## config.mk

```make
export PLATFORM = sky130hd
export DESIGN_NAME = serial_divider
export DESIGN_NICKNAME = d
export VERILOG_FILES = /design/src/rtl/serial_divider.sv
export SDC_FILE = /design/constraint.sdc
export NUM_CORES = 1
export LEC_CHECK = 0
export ABC_AREA = 1
export CAP_MARGIN = 20
export CORE_MARGIN = 2
export CORE_UTILIZATION = 51
export DETAILED_ROUTE_END_ITERATION = 6
export PLACE_DENSITY_LB_ADDON = 0.12
export SYNTH_ARGS = -nofsm -noshare
export SYNTH_HDL_FRONTEND = slang
export SYNTH_SLANG_ARGS = --single-unit
```

## constraint.sdc

```tcl
create_clock -name clk -period 2.3 [get_ports clk]
set_clock_uncertainty 0.2 [all_clocks]
set_input_delay 0.69 -clock clk [delete_from_list [all_inputs] [get_ports clk]]
set_output_delay 0.69 -clock clk [all_outputs]
set_load 0.03 [all_outputs]
```

## src/rtl/serial_divider.sv

```systemverilog
// Restoring divider: 2N-bit dividend / N-bit divisor -> N-bit quotient and remainder, one quotient bit per clock.
// Latency: done in cycle N+1, or in cycle 1 on overflow or div-by-zero. Start is ignored unless idle. Optional macro: SERIAL_DIV_ZERO_CHECK_EN.
module serial_divider #(
  parameter int N = 4
) (
  input  logic           clk,
  input  logic           rst,
  input  logic           start,
  input  logic [2*N-1:0] P,
  input  logic [N-1:0]   b,
  output logic [N-1:0]   q,
  output logic [N-1:0]   r,
  output logic           busy,
  output logic           done,
  output logic           ovf,
  output logic           dz
);

  localparam int CW = (N > 1) ? $clog2(N) : 1;

  typedef enum logic [1:0] {S_IDLE, S_CALC, S_FIN} state_t;

  state_t        r_state, w_state_nxt;
  logic [N-1:0]  r_rem,   w_rem_nxt;
  logic [N-1:0]  r_lo,    w_lo_nxt;
  logic [N-1:0]  r_div,   w_div_nxt;
  logic [N-1:0]  r_q,     w_q_nxt;
  logic [N-1:0]  r_r,     w_r_nxt;
  logic [CW-1:0] r_cnt,   w_cnt_nxt;
  logic          r_ovf,   w_ovf_nxt;
  logic          r_dz,    w_dz_nxt;

  logic [N:0]    w_t;
  logic [N-1:0]  w_diff;
  logic          w_qbit;
  logic          w_div_zero;

`ifdef SERIAL_DIV_ZERO_CHECK_EN
  assign w_div_zero = (b == '0);
`else
  // Without the check, b==0 falls through to the overflow compare (P_hi >= 0).
  assign w_div_zero = 1'b0;
`endif

  // The partial remainder is always < b after a step, so N bits hold it.
  assign w_t    = {r_rem, r_lo[N-1]};
  assign w_qbit = (w_t >= {1'b0, r_div});
  assign w_diff = w_t[N-1:0] - r_div;

  always_ff @(posedge clk) begin
    if (!rst) begin
      r_state <= S_IDLE;
      r_rem   <= '0;
      r_lo    <= '0;
      r_div   <= '0;
      r_q     <= '0;
      r_r     <= '0;
      r_cnt   <= '0;
      r_ovf   <= 1'b0;
      r_dz    <= 1'b0;
    end else begin
      r_state <= w_state_nxt;
      r_rem   <= w_rem_nxt;
      r_lo    <= w_lo_nxt;
      r_div   <= w_div_nxt;
      r_q     <= w_q_nxt;
      r_r     <= w_r_nxt;
      r_cnt   <= w_cnt_nxt;
      r_ovf   <= w_ovf_nxt;
      r_dz    <= w_dz_nxt;
    end
  end

  always_comb begin
    w_state_nxt = r_state;
    w_rem_nxt   = r_rem;
    w_lo_nxt    = r_lo;
    w_div_nxt   = r_div;
    w_q_nxt     = r_q;
    w_r_nxt     = r_r;
    w_cnt_nxt   = r_cnt;
    w_ovf_nxt   = r_ovf;
    w_dz_nxt    = r_dz;
    unique case (r_state)
      S_IDLE: begin
        if (start) begin
          w_div_nxt = b;
          w_ovf_nxt = 1'b0;
          w_dz_nxt  = 1'b0;
          if (w_div_zero) begin
            w_dz_nxt    = 1'b1;
            w_q_nxt     = '0;
            w_r_nxt     = '0;
            w_state_nxt = S_FIN;
          end else if (P[2*N-1:N] >= b) begin
            w_ovf_nxt   = 1'b1;
            w_q_nxt     = '0;
            w_r_nxt     = '0;
            w_state_nxt = S_FIN;
          end else begin
            w_rem_nxt   = P[2*N-1:N];
            w_lo_nxt    = P[N-1:0];
            w_cnt_nxt   = '0;
            w_state_nxt = S_CALC;
          end
        end
      end
      S_CALC: begin
        w_rem_nxt = w_qbit ? w_diff : w_t[N-1:0];
        w_lo_nxt  = {r_lo[N-2:0], w_qbit};
        w_cnt_nxt = r_cnt + 1'b1;
        if (r_cnt == CW'(N-1)) begin
          w_q_nxt     = w_lo_nxt;
          w_r_nxt     = w_rem_nxt;
          w_state_nxt = S_FIN;
        end
      end
      S_FIN: begin
        w_state_nxt = S_IDLE;
      end
      default: begin
        w_state_nxt = S_IDLE;
      end
    endcase
  end

  assign q    = r_q;
  assign r    = r_r;
  assign ovf  = r_ovf;
  assign dz   = r_dz;
  assign busy = (r_state == S_CALC);
  assign done = (r_state == S_FIN);

endmodule
```

==> flow_summary.toml <==
[final_layout]
drive_above_1_share_pct = 17.4
most-common-layout-cells = "nand2_1 (50), inv_1 (28), dfxtp_1 (25), nor2_1 (19), nand3_1 (15)"
final_cell_area_mm2 = 0.00185
fin_nets = 267
diodes = 0
final_common_cell = "nand2_1"
area_growth_pct = 32.6
postLayoutCoreUtil_pct = 72.9
fillers = 212

[grt]
grt-ovfl-total = 0
grt_pass1_vias = 1326
grt.total_usage_pct = 22.0
grt_first_pass_wirelength_mm = 5.62
antenna_found_initial = 0
grt_max_degree = 17

[synthesis]
yosys_warnings = 0
synthAdderAreaFrac_pct = 9.48
synth_mux_area_share_pct = 0
synth_top_family_by_area = "simple AND/OR/NAND/NOR gates"
synth_compound_area_share_pct = 11.4
syn_inst = 205
ys_ff_latch = 25
synth.area.top_cells = "dfxtp_1 (36%), nand2_1 (14%), inv_1 (8.3%), ha_1 (8.1%), a21oi_1 (5.4%)"
ys_seq_area_share_pct = 35.8
syn_avg_cell_area_um2 = 6.82
syn_area_mm2 = 0.00140
synth_top_area_share_pct = 35.8
ys_types = 23
yosysTopAreaCell = "dfxtp_1"
syn_nets = 230
synth-simple-area-share_pct = 30.3
synth-xor-area-share_pct = 0.626

[die]
start_util_pct = 55.0
die_w_um = 56.4
die_y_um = 56.4
core_area_mm2 = 0.00254
num_rows = 18
io_pins = 27
die_area_mm2 = 0.00318

[worst_hold_path]
min_path_type = "flop to flop"
hold_path_depth = 2

[power_and_ir_drop]
power.density_mw_per_mm2 = 749
power_leakage_nw = 1.01
vdd_drop_max_uv = 685

[clock_network]
cts_tree = "built"
htree_levels = 1
clk_pin_slew_ns = 0.14
cts_sinks = 25
clk_latency_ns = 0.32
cts-root-buf = "clkbuf_4"
cts_buffers = 3
cts_hold_buf = 0
clockBufferDepth = 2

[critical_path]
r2r_slack_ns = 0.42
rr_startpoint = "r_div[2]"
cp-startpoint = "q[0]"
path_cells = "clkdlybuf4s50_1"
cp_top_family = "buffers and inverters"
rr_endpoint = "r[3]"
max_stage_delay_ns = 0.67
crit_end = "q[0]"
slowest_stage = "clkdlybuf4s50_1"
worstSetupStartpointType = "flop"
crit_buf_inv = 1
endpoint_kind = "output port"
path_class = "flop to output port"
cp.arrival_ns = 1.35
cp_num_cells = 1
r2r_cells = 11
cp_max_fo = 2
cp.required_ns = 1.41

[placed_design]
pre_cts_slack_ns = -0.351
gp_congestion = 0.854
dpl.hpwl_mm = 2.52
numPortBuffers = 25
place_area_mm2 = 0.00173

[detailed_routing]
firstDrtPassIters = 4
drc = 0
wl_per_cell_um = 12.2
vias = 1363
wirelength_mm = 3.30
drtIter0Drc = 29
vias_per_cell = 5.03
postRouteAntennaNets = 0

[sta]
period_share_pct = 97.4
slew_violations = 0
final-setup-viol-count = 0
fmax_mhz = 447
worst_slack_ns = 0.0608
finalCriticalPeriod_ns = 2.24
fin_tns_setup_ns = 0
hold_violations = 0

[job]
maxCapViolations = 0

[status]
status = "finished, final reports clean"
==> flip-flops by register name (all words and copies together) (netlist names) <==
register  flops
ovf           1
r_cnt         2
q             4
r_div         4
r             4
r_state       2
r_rem         4
r_lo          4
==> layout make-up <==
type	instances	area, um^2	area share, %
multi-input combinational	140	785	42.3
sequential	25	500	27.0
timing repair buffer	38	374	20.2
inverter	34	130	7.02
tap	30	37.5	2.02
clock buffer	3	22.5	1.21
clock inverter	1	5.00	0.270
==> metrics by stage <==
step           cells  hold slack [ns]  power [mW]
6_report         271            0.282        1.39
3_5_place_dp     265            0.266        1.16
4_1_cts          269            0.285        1.37
5_1_grt          271            0.312        1.50
2_1_floorplan    205            0.233       0.976
3_3_place_gp     265            0.251        1.14
==> per-layer routing <==
metal	global-route usage, %	wire (um)
met1	27.6	1490
met2	38.7	1670
met3	2.53	83
met4	8.16	45
met5	0	0
==> power by group <==
part           total (mW)  internal [mW]  switching [mW]
clock network       0.201         0.0652           0.136
logic               0.652          0.261           0.390
registers           0.535          0.498          0.0373
total                1.39          0.825           0.564
==> worst min path at each step <==
stage                     slack, ns      from        to
after CTS                      0.29  r_cnt[1]  r_cnt[1]
after global routing           0.31  r_cnt[1]  r_cnt[1]
after global placement         0.25  r_cnt[1]  r_cnt[1]
after floorplan                0.23  r_div[2]  r_div[2]
final                          0.28  r_div[2]  r_div[2]
after detailed placement       0.27  r_cnt[1]  r_cnt[1]
==> tightest hold or removal path, cell delays in order, from the launching register on <==
cell and delay [ns]:
dfxtp_1 0.32, inv_1 0.07, a21oi_1 0.06
==> kinds of logic after synthesis <==
group / Yosys count
xor gates and xnor gates: 1
and+or+nand+nor: 98
buffers and inverters: 40
DFF: 25
AOI/OAI and AO/OA: 30
adders and majority gates: 10
other: 1
==> synthesized netlist by cell type <==
cell type / instances
a21oi_1: 15
a21oi_2: 2
buf_2: 3
buf_4: 2
buf_6: 1
clkinv_1: 2
conb_1: 1
dfxtp_1: 25
fa_1: 1
ha_1: 9
inv_1: 31
inv_2: 1
nand2_1: 51
nand2_2: 4
nand2_4: 1
nand3_1: 15
nand4_1: 3
nor2_1: 19
nor2_2: 5
o211ai_1: 1
o21ai_0: 6
o21ai_1: 6
xor2_1: 1
==> timing repair <==
item / CTS / global route
pin swaps: 0 / 4
buffers inserted: 0 / 2
gates resized for setup: 1 / 23
setup endpoints to repair: 1 / 21
Note: power is estimated with default switching activity, not from simulation.
